`src/rtl/eth_pkg.sv`:
```
// Shared Ethernet TX definitions: framer state encoding, framing constants,
// default frame limits and the byte-wide reflected CRC-32 step.
package eth_pkg;

   typedef enum logic [2:0] {
      ST_IDLE,
      ST_PRE,
      ST_SFD,
      ST_DATA,
      ST_PAD,
      ST_FCS,
      ST_IFG
   } state_e;

   localparam logic [7:0]  PREAMBLE_BYTE = 8'h55;
   localparam logic [7:0]  SFD_BYTE      = 8'hD5;
   localparam int          PREAMBLE_LEN  = 7;

   localparam int          MIN_LEN_DEF   = 60;
   localparam int          MAX_LEN_DEF   = 1514;
   localparam int          IFG_BYTES_DEF = 12;
   localparam int          CNT_W         = 11;

   localparam logic [31:0] CRC_POLY_REFL = 32'hEDB88320;
   // Register value left after a frame plus its own FCS has been absorbed.
   localparam logic [31:0] CRC_RESIDUE   = 32'hDEBB20E3;

   function automatic logic [31:0] crc32_byte(input logic [31:0] c, input logic [7:0] d);
      logic [31:0] r;
      r = c ^ {24'h0, d};
      for (int i = 0; i < 8; i++) begin
         r = r[0] ? ((r >> 1) ^ CRC_POLY_REFL) : (r >> 1);
      end
      return r;
   endfunction

endpackage

```
`src/rtl/eth_tx_framer_crc.sv`:
```
// Ethernet CRC-32 engine: reflected register, seeded with all ones; crc_out is
// the complemented FCS ordered so byte [31:24] goes on the wire first.
module crc
   import eth_pkg::*;
(
   input  logic        clk,
   input  logic        reset,
   input  logic        clear,
   input  logic        calc,
   input  logic [7:0]  data,
   output logic [31:0] crc_out,
   output logic        match
);

   logic [31:0] crc_q, crc_d;

   always_comb begin
      crc_d = crc_q;
      if (clear)
         crc_d = '1;
      else if (calc)
         crc_d = crc32_byte(crc_q, data);
   end

   always_ff @(posedge clk or posedge reset) begin
      if (reset)
         crc_q <= '1;
      else
         crc_q <= crc_d;
   end

   assign crc_out = ~{crc_q[7:0], crc_q[15:8], crc_q[23:16], crc_q[31:24]};
   assign match   = (crc_q == CRC_RESIDUE);

endmodule

```
`src/rtl/eth_tx_framer.sv`:
```
// Byte-wide Ethernet transmit framer: preamble, SFD, data, pad, FCS and IFG.
// Define ETH_TX_PAD_EN to pad short frames to MIN_LEN; without it frames go out unpadded.
module eth_tx_framer
   import eth_pkg::*;
#(
`ifdef ETH_TX_PAD_EN
   parameter int MIN_LEN   = MIN_LEN_DEF,
`endif
   parameter int MAX_LEN   = MAX_LEN_DEF,
   parameter int IFG_BYTES = IFG_BYTES_DEF
) (
   input  logic       clk,
   input  logic       reset,
   input  logic [7:0] in_data,
   input  logic       in_valid,
   input  logic       in_last,
   output logic       in_ready,
   output logic [7:0] tx_data,
   output logic       tx_en,
   output logic       tx_er,
   output logic       busy,
   output logic       frame_done
);

   state_e           state_q, state_d;
   logic [CNT_W-1:0] cnt_q, cnt_d, cnt_inc;
   logic [7:0]       tx_data_q, tx_data_d;
   logic             tx_en_q, tx_en_d;
   logic             tx_er_q, tx_er_d;
   logic             done_q, done_d;
   logic             crc_clear, crc_calc;
   logic [31:0]      crc_out;
   logic             crc_match_unused;

   assign cnt_inc = cnt_q + 1'b1;

   // One counter serves preamble, data length, FCS byte index and gap timing.
   always_comb begin
      state_d   = state_q;
      cnt_d     = cnt_q;
      tx_data_d = 8'h00;
      tx_en_d   = 1'b0;
      tx_er_d   = 1'b0;
      done_d    = 1'b0;
      crc_calc  = 1'b0;
      case (state_q)
         ST_IDLE: begin
            cnt_d = '0;
            if (in_valid) state_d = ST_PRE;
         end
         ST_PRE: begin
            tx_data_d = PREAMBLE_BYTE;
            tx_en_d   = 1'b1;
            cnt_d     = cnt_inc;
            if (cnt_q == CNT_W'(PREAMBLE_LEN - 1)) begin
               state_d = ST_SFD;
               cnt_d   = '0;
            end
         end
         ST_SFD: begin
            tx_data_d = SFD_BYTE;
            tx_en_d   = 1'b1;
            state_d   = ST_DATA;
         end
         ST_DATA: begin
            tx_en_d = 1'b1;
            // Underrun or oversize: the offending byte is replaced by the error cycle.
            if (!in_valid || (cnt_inc > CNT_W'(MAX_LEN))) begin
               tx_er_d = 1'b1;
               done_d  = 1'b1;
               state_d = ST_IFG;
               cnt_d   = '0;
            end else begin
               tx_data_d = in_data;
               crc_calc  = 1'b1;
               cnt_d     = cnt_inc;
               if (in_last) begin
`ifdef ETH_TX_PAD_EN
                  if (cnt_inc < CNT_W'(MIN_LEN)) begin
                     state_d = ST_PAD;
                  end else begin
                     state_d = ST_FCS;
                     cnt_d   = '0;
                  end
`else
                  state_d = ST_FCS;
                  cnt_d   = '0;
`endif
               end
            end
         end
`ifdef ETH_TX_PAD_EN
         ST_PAD: begin
            tx_en_d  = 1'b1;
            crc_calc = 1'b1;
            cnt_d    = cnt_inc;
            if (cnt_inc == CNT_W'(MIN_LEN)) begin
               state_d = ST_FCS;
               cnt_d   = '0;
            end
         end
`endif
         ST_FCS: begin
            tx_en_d = 1'b1;
            cnt_d   = cnt_inc;
            case (cnt_q[1:0])
               2'd0:    tx_data_d = crc_out[31:24];
               2'd1:    tx_data_d = crc_out[23:16];
               2'd2:    tx_data_d = crc_out[15:8];
               default: tx_data_d = crc_out[7:0];
            endcase
            if (cnt_q[1:0] == 2'd3) begin
               done_d  = 1'b1;
               state_d = ST_IFG;
               cnt_d   = '0;
            end
         end
         ST_IFG: begin
            cnt_d = cnt_inc;
            if (cnt_q == CNT_W'(IFG_BYTES - 1)) begin
               state_d = ST_IDLE;
               cnt_d   = '0;
            end
         end
         default: begin
            state_d = ST_IDLE;
            cnt_d   = '0;
         end
      endcase
   end

   always_ff @(posedge clk or posedge reset) begin
      if (reset) begin
         state_q   <= ST_IDLE;
         cnt_q     <= '0;
         tx_data_q <= 8'h00;
         tx_en_q   <= 1'b0;
         tx_er_q   <= 1'b0;
         done_q    <= 1'b0;
      end else begin
         state_q   <= state_d;
         cnt_q     <= cnt_d;
         tx_data_q <= tx_data_d;
         tx_en_q   <= tx_en_d;
         tx_er_q   <= tx_er_d;
         done_q    <= done_d;
      end
   end

   assign crc_clear = (state_q == ST_IDLE) || (state_q == ST_PRE) || (state_q == ST_IFG);

   crc u_crc (
      .clk     (clk),
      .reset   (reset),
      .clear   (crc_clear),
      .calc    (crc_calc),
      .data    (tx_data_d),
      .crc_out (crc_out),
      .match   (crc_match_unused)
   );

   assign in_ready   = (state_q == ST_DATA);
   assign busy       = (state_q != ST_IDLE);
   assign tx_data    = tx_data_q;
   assign tx_en      = tx_en_q;
   assign tx_er      = tx_er_q;
   assign frame_done = done_q;

endmodule

```
`config.mk`:
```
export PLATFORM = sky130hd
export DESIGN_NAME = eth_tx_framer
export DESIGN_NICKNAME = d
export VERILOG_FILES = /design/src/rtl/eth_pkg.sv /design/src/rtl/eth_tx_framer_crc.sv /design/src/rtl/eth_tx_framer.sv
export SDC_FILE = /design/constraint.sdc
export NUM_CORES = 1
export LEC_CHECK = 0
export CAP_MARGIN = 20
export CORE_UTILIZATION = 54
export CTS_CLUSTER_SIZE = 16
export DETAILED_ROUTE_END_ITERATION = 10
export PLACE_DENSITY = 0.74
export SLEW_MARGIN = 20
export SYNTH_ARGS = -nofsm -noshare
export SYNTH_HDL_FRONTEND = slang
export SYNTH_SLANG_ARGS = --single-unit
export TNS_END_PERCENT = 20
```
`constraint.sdc`:
```
create_clock -name clk -period 4.9 [get_ports clk]
set_input_delay 0.49 -clock clk [delete_from_list [all_inputs] [get_ports clk]]
set_output_delay 0.49 -clock clk [all_outputs]
set_load 0.05 [all_outputs]
```
# Word-level counts from Yosys, hierarchy flattened
# Index checks and enable logic that the tools add are counted.
# op_classes
magnitude_cmp	1
muxes	33
n_eq_ne	15
bitwise_logic	10
n_reduce_logical	10
addsub	1
# op_table
operator	count
2-to-1 mux 32 bit	10
inverter 13 -> 14 bit	8
2-to-1 mux 11 bit	5
one-hot mux 11 bit (5 select lines)	1
inverter 32 bit	1
one-hot mux 8 bit (4 select lines)	1
bitwise XOR 32 x 8 -> 32 bit	1
one-hot mux 8 bit (3 select lines)	1
2-to-1 mux 3 bit	6
one-hot mux 3 bit (6 select lines)	1
adder 11 x 1 -> 11 bit, second input constant	1
equality test 11 x 3 -> 1 bit, second input constant	1
equality test 11 x 4 -> 1 bit, second input constant	1
> comparator 11 bit, second input constant	1
2-to-1 mux 8 bit	1
!= test 2 bit, second input constant	4
equality test 3 x 2 -> 1 bit, second input constant	2
equality test 3 bit, second input constant	2
2-to-1 mux 1 bit	6
AND reduction 5 bit	1
equality test 2 bit, second input constant	2
OR reduction 4 bit	1
equality test 3 x 1 -> 1 bit, second input constant	1
zero test 3 bit	1
other kinds (8)	10
# word_totals
inputBits	12
regBits	57
word_cells	77

# Logic depth before layout (Yosys ltp)
# Gate-level depths: netlist of run 1.
# logic_depth
depth_word	24
ltp_mapped	15
ltp_nobuf	11

# By module
# From an unflattened synthesis of run 1, not the netlist that was laid out.
# unflattened
cells_unflattened	436
hier_area_um2	4023.9
# modules_own_cells
module	cells_per_inst	n_inst	area_per_inst_um2
crc	226	1	2288.4
eth_tx_framer	210	1	1735.4

# Worst setup path before layout of run 1
# Ideal clock, no wire load.
# synth_timing
path_type	register to register
start	reg cnt_q[0]
end	reg u_crc.crc_q[18]
t_arrival_ns	4.136
stages_incl_launch_ff	15
setup_time_ns	0.073
setup_slack_ns	0.691
path_cell_list	dfrtp_1 -> ha_1 -> clkbuf_1 -> clkbuf_1 -> inv_1 -> ha_1 -> a211oi_1 -> or4_1 -> o211ai_1 -> buf_6 -> a31o_2 -> xor2_2 -> xnor3_2 -> xnor3_1 -> a21oi_1
# synth_between
word_cells_on_any_way	28
# synth_rtl
item	line	source
start: declaration	eth_tx_framer.sv:26	logic [CNT_W-1:0] cnt_q, cnt_d, cnt_inc;
start signal: assignment	eth_tx_framer.sv:142	cnt_q <= cnt_d;
adder 11 x 1 -> 11 bit	eth_tx_framer.sv:35	assign cnt_inc = cnt_q + 1'b1;
> comparator 11 bit	eth_tx_framer.sv:68	if (!in_valid || (cnt_inc > CNT_W'(MAX_LEN))) begin
logical OR 1 bit	eth_tx_framer.sv:68	
2-to-1 mux 8 bit	eth_tx_framer.sv:68	
one-hot mux 8 bit (4 select lines) (*)	eth_tx_framer.sv:46	case (state_q)
named net tx_data_d[5]	eth_tx_framer.sv:27	logic [7:0] tx_data_q, tx_data_d;
bitwise XOR 32 x 8 -> 32 bit (*)	eth_pkg.sv:30	r = c ^ {24'h0, d};
2-to-1 mux 32 bit (*) (6 in series)	eth_pkg.sv:32	r = r[0] ? ((r >> 1) ^ CRC_POLY_REFL) : (r >> 1);
inverter 13 -> 14 bit (no source line)	--	
2-to-1 mux 32 bit (*) (2 in series)	eth_pkg.sv:32	
2-to-1 mux 32 bit (*)	eth_tx_framer_crc.sv:21	else if (calc)
2-to-1 mux 32 bit (*)	eth_tx_framer_crc.sv:19	if (clear)
end signal: assignment	eth_tx_framer_crc.sv:29	crc_q <= crc_d;
end: declaration	eth_tx_framer_crc.sv:15	logic [31:0] crc_q, crc_d;
# The timed path passes the listed nets; every way through them passes the cells marked *. The select of a mux whose other input is x is not followed.
# A chain may end at the register's enable or synchronous reset.

# Worst setup path in the final report of run 1
# layout_timing
start	reg cnt_q[0]
end	reg u_crc.crc_q[26]
# layout_between
elab_chain_cells	20
word_cells_on_any_way	29
# layout_lines
item	line
adder 11 x 1 -> 11 bit	eth_tx_framer.sv:35
> comparator 11 bit	eth_tx_framer.sv:68
logical OR 1 bit	eth_tx_framer.sv:68
2-to-1 mux 8 bit	eth_tx_framer.sv:68
one-hot mux 8 bit (4 select lines)	eth_tx_framer.sv:46
bitwise XOR 32 x 8 -> 32 bit	eth_pkg.sv:30
2-to-1 mux 32 bit (3 in series)	eth_pkg.sv:32
inverter 13 -> 14 bit (no source line)	--
2-to-1 mux 32 bit	eth_pkg.sv:32
inverter 13 -> 14 bit (no source line)	--
2-to-1 mux 32 bit (2 in series)	eth_pkg.sv:32
inverter 13 -> 14 bit (no source line)	--
2-to-1 mux 32 bit	eth_pkg.sv:32
inverter 13 -> 14 bit (no source line)	--
2-to-1 mux 32 bit	eth_pkg.sv:32
2-to-1 mux 32 bit	eth_tx_framer_crc.sv:21
2-to-1 mux 32 bit	eth_tx_framer_crc.sv:19
# Several ways; a longest one is shown, not always the timed one. The select of a mux whose other input is x is not followed.

==> qor.yml, run 1 <==
min_path:
  hold_class: "register to register"
  min-delay-start: "u_crc.crc_q[24]"
  hold_end: "u_crc.crc_q[24]"
  holdPathStages: 2
critical_path:
  crit_arrival_ns: 4.43
  crit_chain: "ha_1 > inv_1 > ha_1 > a211oi_1 > or4_1 > o211ai_1 > buf_4 > a31oi_2 > xnor2_4 > xnor3_2 > xnor3_1 > o22a_1"
  cpMostUsedCell: "ha_1"
  cpPeakStageDelay_ns: 0.55
  crit_path_top_delay_cell: "xnor3_2"
  crit_required_ns: 5.16
  crit_fanout: 11
  startpoint_type: "register"
  cp-end-kind: "register"
  critPathKind: "register to register"
  rr_startpoint: "cnt_q[0]"
  crit_family: "XOR/XNOR gates"
  worst-path-buf-inv: 2
  r2r_cells: 12
  rrSetupSlack_ns: 0.73
  r2r-end: "u_crc.crc_q[26]"
sta:
  maxSlewHeadroom_pct: 31.4
  finClkSkew_ns: 0.0115
  finalSetupTns_ns: 0
  setup_viol: 0
  worst_slew_pin_slew_ns: 1.03
  hold_ws_ns: 0.520
  period_needed_ns: 4.17
  fmax_ghz: 0.240
  final.period_utilization_pct: 85.2
  drv_slew: 0
  finalHoldViolCount: 0
  rsz0062_at_grt: "no"
floorplan:
  start_util_pct: 55.5
  die_y_um: 88.1
  num_rows: 31
  die-area_um2: 7770
  die_x_um: 88.1
  core-area_um2: 7210
  pin_count: 25
clocking:
  clock-sinks: 57
  cts_root_buffer: "clkbuf_8"
  cts_made_buffers: 9
  cts_resized: 0
  post_cts.repair.setup_buffers: 0
  cts_tree: "done"
  clkTransAtPathRegs_ns: 0.06
  clk_latency_ns: 0.34
  cts_htree_levels: 3
  hold_buffers: 0
  cts.path.max_buffers: 2
global_routing:
  grt_max_degree: 58
  antenna_found_initial: 0
  grt_pass1_wl_um: 15300
  grt-ovfl-total: 0
  grt_pass1_vias: 2922
  grtUsageMet3_pct: 4.34
  met1_usage_pct: 38.1
  grt-busiest-layer: "met2"
  grt_util_met2_pct: 40.4
  grt_use_total_pct: 26.7
status:
  status: "complete, no violations"
synth:
  syn_nets: 399
  synthCells: 381
  synthAdderAreaFrac_pct: 1.87
  synth.mux.area_fraction_pct: 0
  synth-xor-area-share_pct: 24.0
  ys_ff_latch: 57
  seq_area_frac_synth_pct: 36.6
  yosysWarnings: 0
  syn_area_um2: 4010
  syn_avg_cell_area_um2: 10.5
  synth_top_area_share_pct: 21.0
  synth_top_flop_cell: "dfstp_2"
  yosys.area_share.simple_pct: 13.7
  synth-compound-area-share_pct: 19.5
  yosysTopAreaCell: "dfstp_2"
  synth_enable_flop_cells: 0
  synthTopCellsByArea: "dfstp_2 (21%), dfrtp_1 (16%), xnor3_1 (7.9%)"
  netlist-cell-type-count: 64
  async_flop_share_pct: 100
  synth_top_family_by_area: "XOR/XNOR gates"
detailed_routing:
  wl_um: 9490
  drcViolationCount: 0
  first_iter_violations: 267
  wl_per_cell_um: 18.7
  ant_nets: 0
  viasPerCell: 6.00
  dr.pass1.iters: 5
  vias: 3040
pwr:
  leakage_nw: 1.92
  ir_drop_mv: 0.514
  p_sw_share_pct: 42.3
  power_density_nw_per_um2: 859
  switchingPower_mw: 1.64
  pwr-share-seq_pct: 19.1
  intPower_mw: 2.24
  pwr-share-comb_pct: 69.1
  clkPwrFrac_pct: 11.8
placement:
  gp_congestion: 0.882
  numPortBuffers: 24
  place_hpwl_um: 6610
final_layout:
  layout.nets: 421
  mostFrequentLayoutCells: "nor2_1 (38), a21oi_1 (35), dfstp_2 (32), xnor2_1 (26), dfrtp_1 (25)"
  layout_commonest_cell: "nor2_1"
  drive_gt1_share_pct: 19.4
  diodes: 0
  post-route-util_pct: 62.7
  area_growth_pct: 12.8
job:
  cap_viol_max_count: 0
-- how the worst max path moves through the flow --
stage	startpoint	endpoint	cells after the start
after CTS	cnt_q[0]	u_crc.crc_q[26]	12
final	cnt_q[0]	u_crc.crc_q[26]	12
after global routing	cnt_q[0]	cnt_q[9]	11
after floorplan	cnt_q[0]	u_crc.crc_q[18]	14
after global placement	cnt_q[0]	u_crc.crc_q[26]	12
after detailed placement	cnt_q[0]	u_crc.crc_q[26]	12
-- sequential cells by signal, summed over array words and instances (netlist names) --
signal	count
cnt_q	11
tx_en	1
state_q	3
u_crc.crc_q	32
tx_er	1
tx_data	8
frame_done	1
-- tightest hold or removal path: cells and delay by family, from the launching register on --
kind	cells	cell delay (ns)
simple gates	1	0.09
compound gates	1	0.05
flops	1	0.38
-- metal layers --
layer | vias to the layer above | share of wire (%)
met5 | - | 0
met4 | 0 | 2.3
met3 | 23 | 5.8
met2 | 123 | 47
met1 | 1487 | 45
li1 | 1407 | -
-- cells in the mapped netlist (all sizes together), types with 3 or more instances --
cell    count
nor2       38
xnor2      36
a21oi      35
dfstp      32
dfrtp      25
nand2      22
o21ai      19
inv        17
xnor3      16
clkbuf     10
buf         9
nor2b       9
xor2        9
nand2b      8
a31oi       7
o22ai       7
ha          6
and2        5
o22a        5
nand3       4
nand4       4
nor3        4
o21a        4
o311a       4
a21o        3
and4        3
nor4        3
o31ai       3
o41ai       3
or4         3
-- final cells by class --
cell class              count  area [um2]
clock inverters             5        51.3
repair buffers             30         285
well taps                  99         124
fillers                   594        2690
inverters                  18        67.6
flip-flops and latches     57        1470
multi-input cells         287        2370
clock buffers              11         153
-- per-stage QoR --
stage / setup WS [ns] / cell area (um2) / instances / total power, mW
2_1_floorplan: 0.691 / 4010 / 381 / 2.90
3_3_place_gp: 0.935 / 4320 / 491 / 3.36
3_5_place_dp: 0.770 / 4320 / 491 / 3.41
4_1_cts: 0.756 / 4520 / 507 / 3.89
5_1_grt: 0.477 / 4520 / 507 / 4.12
6_report: 0.726 / 4520 / 507 / 3.88
-- cell families (layout without fill, tap and decap cells) --
kind of cell,Yosys count,count (layout)
AO/OA/AOI/OAI,109,109
AND/OR/NAND/NOR,109,109
XOR/XNOR,63,63
flip-flops,57,57
buffers and inverters,37,64
adder cells (fa/ha/maj),6,6
-- power by group through the flow --
stage	registers, mW	logic (mW)	clock network (mW)
finish	0.743	2.68	0.459
detailed placement	0.747	2.66	0
global route	0.759	2.87	0.485
floorplan	0.808	2.09	0
global placement	0.742	2.62	0
CTS	0.740	2.68	0.466
No activity file was read; power rests on OpenSTA's default activity.
==> run 2: changes to the inputs <==
- CORE_UTILIZATION: 54 -> 50
- PLACE_DENSITY: 0.74 -> 0.69
==> run 2 against run 1 <==
Against the previous run:
- sequential power hardly changed
- flip-flop and latch count stayed put
- fmax is 5.5% lower
- clock-buffer cell count is 2 higher
- cell count is 0.59% higher
- combinational power is 2% higher
- utilization is 4.3 points lower
- hold slack worse by 0.0048 ns
- sequential share of layout area is 0.081 points higher
- global-route usage is 1.3 points lower
- first-iteration DRC count is 8.6% higher
- routed wire length is 0.77% higher
- largest power group unchanged
- highest routed layer unchanged
==> qor.yml, run 2 (synthesis results as in run 1) <==
detailed_routing:
  vias: 2998  # -1.4%
  wl_per_cell_um: 18.8  # +0.18%
  dr.pass1.iters: 5  # unchanged
  ant_nets: 0  # unchanged
  wl_met1_um: 4440  # +4.0%
  viasPerCell: 5.88  # -2.0%
  highest_layer: "met4"
  wl_um: 9570  # +0.77%
  dr_wl_met3_um: 609  # +11%
  route.met2.wl_um: 4360  # -2.2%
  drcViolationCount: 0  # unchanged
  first_iter_violations: 290  # +8.6%
sta:
  finClkSkew_ns: 0.0102  # -0.00125 ns
  hold_ws_ns: 0.515  # -0.00481 ns
  maxSlewHeadroom_pct: 27.5  # -4.0 points
  drv_slew: 0  # unchanged
  finalSetupTns_ns: 0  # unchanged
  rsz0062_at_grt: "no"
  finalHoldViolCount: 0  # unchanged
  fmax_ghz: 0.226  # -5.5%
  fin_ws_ns: 0.483  # -0.243 ns
  worst_slew_pin_slew_ns: 1.08  # +0.0550 ns
  setup_viol: 0  # unchanged
  period_needed_ns: 4.42  # +0.243 ns
  final.period_utilization_pct: 90.1  # +4.9 points
critical_path:
  startpoint_type: "register"
  crit_arrival_ns: 4.69  # +0.26 ns
  critPathKind: "register to register"
  crit_required_ns: 5.18  # +0.02 ns
  crit_fanout: 11  # unchanged
  cp-end-kind: "register"
placement:
  dp_slack_ns: 0.467  # -0.303 ns
  gp_congestion: 0.907  # +2.9%
  placedCellCount: 494  # +0.61%
  numPortBuffers: 24  # unchanged
  place_hpwl_um: 6680  # +0.96%
global_routing:
  grt_max_degree: 58  # unchanged
  grt-ovfl-total: 0  # unchanged
  grt_use_total_pct: 25.4  # -1.3 points
  grt_pass1_wl_um: 16200  # +5.9%
  grt_pass1_vias: 3015  # +3.2%
  antenna_found_initial: 0  # unchanged
final_layout:
  drive_gt1_share_pct: 18.9  # -0.49 points
  largest_reg_flops: 32  # unchanged
  regMostFlops: "u_crc.crc_q"
  mostFrequentLayoutCells: "nor2_1 (38), a21oi_1 (35), dfstp_2 (32), xnor2_1 (26), dfrtp_1 (25)"
  fin_cells: 510  # +0.59%
  area_growth_pct: 12.5
  layout_commonest_cell: "nor2_1"
  diodes: 0  # unchanged
  layout.nets: 421  # unchanged
pwr:
  ir_drop_mv: 0.568  # +11%
  power_density_nw_per_um2: 867  # +0.97%
  pwr-share-seq_pct: 19.0  # about the same
  total_power_mw: 3.91  # +0.72%
  p_sw_share_pct: 43.1  # +0.74 points
  leakage_nw: 1.91  # -0.58%
  pwr-share-comb_pct: 69.7  # +0.6 points
  switchingPower_mw: 1.68  # +2.5%
  intPower_mw: 2.23  # -0.57%
  clkPwrFrac_pct: 11.3  # -0.5 points
floorplan:
  die-area_um2: 8380  # +7.8%
  die_y_um: 91.5  # +3.8%
  die_x_um: 91.5  # +3.8%
  core-area_um2: 7730  # +7.1%
  num_rows: 32  # +3.2%
  start_util_pct: 51.9  # -3.7 points
  pin_count: 25  # unchanged
clocking:
  clock-sinks: 57  # unchanged
  cts_resized: 0  # unchanged
  cts_root_buffer: "clkbuf_8"
  clk_latency_ns: 0.35  # about the same
  cts_made_buffers: 9  # unchanged
  cts.path.max_buffers: 2  # unchanged
  cts_tree: "done"
  hold_buffers: 0  # unchanged
  cts_htree_levels: 3  # unchanged
  clkTransAtPathRegs_ns: 0.06  # about the same
  post_cts.repair.setup_buffers: 0  # unchanged
status:
  status: "complete, no violations"
min_path:
  hold_class: "register to register"
job:
  cap_viol_max_count: 0  # unchanged
==> run 2: layout make-up <==
type | instances | area [um2]
Clock buffer | 13 | 149
Clock inverter | 3 | 40.0
Fill cell | 655 | 3220
Inverter | 18 | 67.6
Multi-Input combinational cell | 287 | 2370
Sequential cell | 57 | 1470
Tap cell | 102 | 128
Timing Repair Buffer | 30 | 285
==> run 2: worst paths after layout <==
| check | from | to | slack (ns) | cells past startpoint |
|---|---|---|---|---|
| max in group asynchronous | reset | cnt_q[4] | 3.75 | 3 |
| setup reg to reg | cnt_q[0] | u_crc.crc_q[26] | 0.48 | 11 |
| hold reg to reg | u_crc.crc_q[30] | u_crc.crc_q[30] | 0.51 | 2 |
| hold / removal | u_crc.crc_q[30] | u_crc.crc_q[30] | 0.51 | 2 |
| setup / recovery | cnt_q[0] | u_crc.crc_q[26] | 0.48 | 11 |
| min in group asynchronous | reset | state_q[2] | 0.66 | 3 |
==> run 2: critical path, stage by stage, from the launching register on <==
cell	delay [ns]
dfrtp_1	0.50
ha_1	0.43
inv_1	0.14
ha_1	0.34
a211oi_1	0.07
or4_1	0.50
o211ai_1	0.51
a31oi_2	0.32
xnor2_4	0.43
xnor3_2	0.56
xnor3_1	0.34
o22a_1	0.19
==> run 2: metrics by stage <==
stage               cell area, um2  util [%]
floorplan                     4010         -
global placement              4320      55.9
detailed placement            4320      55.9
CTS                           4510      58.4
global route                  4510      58.4
finish                        4510      58.4
==> run 2: metal layers <==
metal | vias to the layer above | GRT usage [%]
li1 | 1410 | -
met1 | 1463 | 36.4
met2 | 112 | 37.9
met3 | 13 | 5.70
met4 | 0 | 8.33
met5 | - | 0
==> run 2: power by group through the flow <==
stage                     registers, mW  logic (mW)  clock network [mW]
after global placement            0.742        2.68                   0
after global routing              0.758        2.95               0.466
after CTS                         0.740        2.72               0.447
final                             0.742        2.73               0.441
after detailed placement          0.747        2.70                   0
after floorplan                   0.808        2.09                   0
==> run 3: changes to the inputs <==
- CORE_UTILIZATION: 50 -> 60
- PLACE_DENSITY: 0.69 -> 0.81
- SKIP_CTS_REPAIR_TIMING: unset -> 1
==> run 3 against run 2 <==
Against the previous run:
- die area fell by 16%
- routed wire length is 0.66% higher
- total power grew 1.7%
- critical path depth rose by 1
- first-iteration DRC count unchanged
- highest routed layer unchanged
==> qor.yml, run 3 (synthesis results as in run 1) <==
final_layout:
  area_growth_pct: 13.0
  largest_reg_flops: 32  # unchanged
  final.fill_count: 444  # -32%
  diodes: 0  # unchanged
  layout_commonest_cell: "nor2_1"
  drive_gt1_share_pct: 19.6  # +0.74 points
  layout.nets: 421  # unchanged
  regMostFlops: "u_crc.crc_q"
  mostFrequentLayoutCells: "nor2_1 (38), a21oi_1 (35), dfstp_2 (32), xnor2_1 (26), dfrtp_1 (25)"
floorplan:
  core-area_um2: 6390  # -17%
  die_y_um: 83.7  # -8.5%
  die_x_um: 83.7  # -8.5%
  pin_count: 25  # unchanged
  die-area_um2: 7010  # -16%
  num_rows: 29  # -9.4%
  start_util_pct: 62.8  # +11 points
clocking:
  clock-sinks: 57  # unchanged
  cts_root_buffer: "clkbuf_8"
  clkTransAtPathRegs_ns: 0.07  # about the same
  cts_htree_levels: 3  # unchanged
  cts_tree: "done"
  cts_made_buffers: 9  # unchanged
  cts.path.max_buffers: 2  # unchanged
  clk_latency_ns: 0.35  # about the same
sta:
  maxSlewHeadroom_pct: 29.1  # +1.7 points
  finalSetupTns_ns: 0  # unchanged
  fmax_ghz: 0.234  # +3.4%
  worst_slew_pin_slew_ns: 1.06  # -0.0200 ns
  drv_slew: 0  # unchanged
  setup_viol: 0  # unchanged
  finalHoldViolCount: 0  # unchanged
  finClkSkew_ns: 0.00992  # -0.000327 ns
  rsz0062_at_grt: "no"
  final.period_utilization_pct: 87.2  # -2.9 points
  period_needed_ns: 4.27  # -0.144 ns
detailed_routing:
  drcViolationCount: 0  # unchanged
  ant_nets: 0  # unchanged
  first_iter_violations: 290  # unchanged
  viasPerCell: 6.39  # +8.7%
  vias: 3100  # +3.4%
  dr.pass1.iters: 5  # unchanged
  wl_um: 9630  # +0.66%
  wl_per_cell_um: 19.9  # +5.8%
pwr:
  ir_drop_mv: 0.650  # +15%
  leakage_nw: 1.94  # +1.4%
  total_power_mw: 3.98  # +1.7%
  power_density_nw_per_um2: 878  # +1.3%
critical_path:
  cp-endpoint: "u_crc.crc_q[26]"
  critPathKind: "register to register"
  startpoint_type: "register"
  cp-end-kind: "register"
  crit_fanout: 11  # unchanged
  crit_required_ns: 5.18  # about the same
  rrSetupSlack_ns: 0.63  # +0.14 ns
  crit_path_start: "cnt_q[0]"
  rr_startpoint: "cnt_q[0]"
  r2r-end: "u_crc.crc_q[26]"
  r2r_cells: 12  # +1
  crit_arrival_ns: 4.55  # -0.14 ns
global_routing:
  grt_pass1_vias: 2947  # -2.3%
  grt_max_degree: 58  # unchanged
  grt_pass1_wl_um: 16000  # -1.4%
  grt_use_total_pct: 29.9  # +4.5 points
  grt-ovfl-total: 0  # unchanged
  antenna_found_initial: 0  # unchanged
job:
  cap_viol_max_count: 0  # unchanged
placement:
  gp_congestion: 0.882  # -2.7%
  numPortBuffers: 24  # unchanged
  place_hpwl_um: 6520  # -2.3%
status:
  status: "complete, no violations"
min_path:
  hold_class: "register to register"
==> run 3: cell type report <==
type                            instances  area, um2  share of cell area, %
Clock buffer                           11        163                   3.59
Clock inverter                          5       75.1                   1.66
Multi-Input combinational cell        287       2370                   52.4
Sequential cell                        57       1470                   32.4
Timing Repair Buffer                   30        285                   6.30
Tap cell                               77       96.3                   2.13
Inverter                               18       67.6                   1.49
==> run 3: critical path: stages (launching register included) <==
cell	delay, ns
dfrtp_1	0.51
ha_1	0.48
inv_1	0.16
ha_1	0.35
a211oi_1	0.09
or4_1	0.52
o211ai_1	0.12
buf_4	0.27
a31oi_2	0.19
xnor2_4	0.39
xnor3_2	0.55
xnor3_1	0.36
o22a_1	0.19
==> run 3: through the flow <==
stage	worst slack [ns]	hold WS (ns)	area, um2	utilization [%]	std cells
final	0.627	0.517	4530	70.9	485
after global routing	0.468	0.538	4530	70.9	485
after CTS	0.695	0.519	4530	70.9	485
after detailed placement	0.752	0.509	4290	67.2	469
after global placement	0.938	0.499	4290	67.2	469
after floorplan	0.691	0.489	4010	-	381
==> run 3: worst min-delay path by stage <==
stage | end | slack [ns] | cells past startpoint | start
6_report | u_crc.crc_q[30] | 0.52 | 2 | u_crc.crc_q[30]
5_1_grt | u_crc.crc_q[8] | 0.54 | 2 | u_crc.crc_q[8]
4_1_cts | u_crc.crc_q[25] | 0.52 | 2 | u_crc.crc_q[25]
3_5_place_dp | u_crc.crc_q[30] | 0.51 | 2 | u_crc.crc_q[30]
3_3_place_gp | u_crc.crc_q[31] | 0.50 | 2 | u_crc.crc_q[31]
2_1_floorplan | u_crc.crc_q[30] | 0.49 | 2 | u_crc.crc_q[30]
==> run 3: routing by layer <==
| metal | GRT usage, % | vias to the layer above | part of all wire (%) |
|---|---|---|---|
| met5 | 0 | - | 0 |
| met4 | 14.6 | 0 | 2.9 |
| met3 | 5.54 | 29 | 7.9 |
| met2 | 43.6 | 178 | 45 |
| met1 | 43.1 | 1477 | 44 |
| li1 | - | 1416 | - |
==> run 3: where the power goes <==
| group | leakage, nW | internal, mW | switching [mW] |
|---|---|---|---|
| sequential | 0.666 | 0.619 | 0.124 |
| combinational | 1.15 | 1.35 | 1.35 |
| clock | 0.124 | 0.328 | 0.200 |
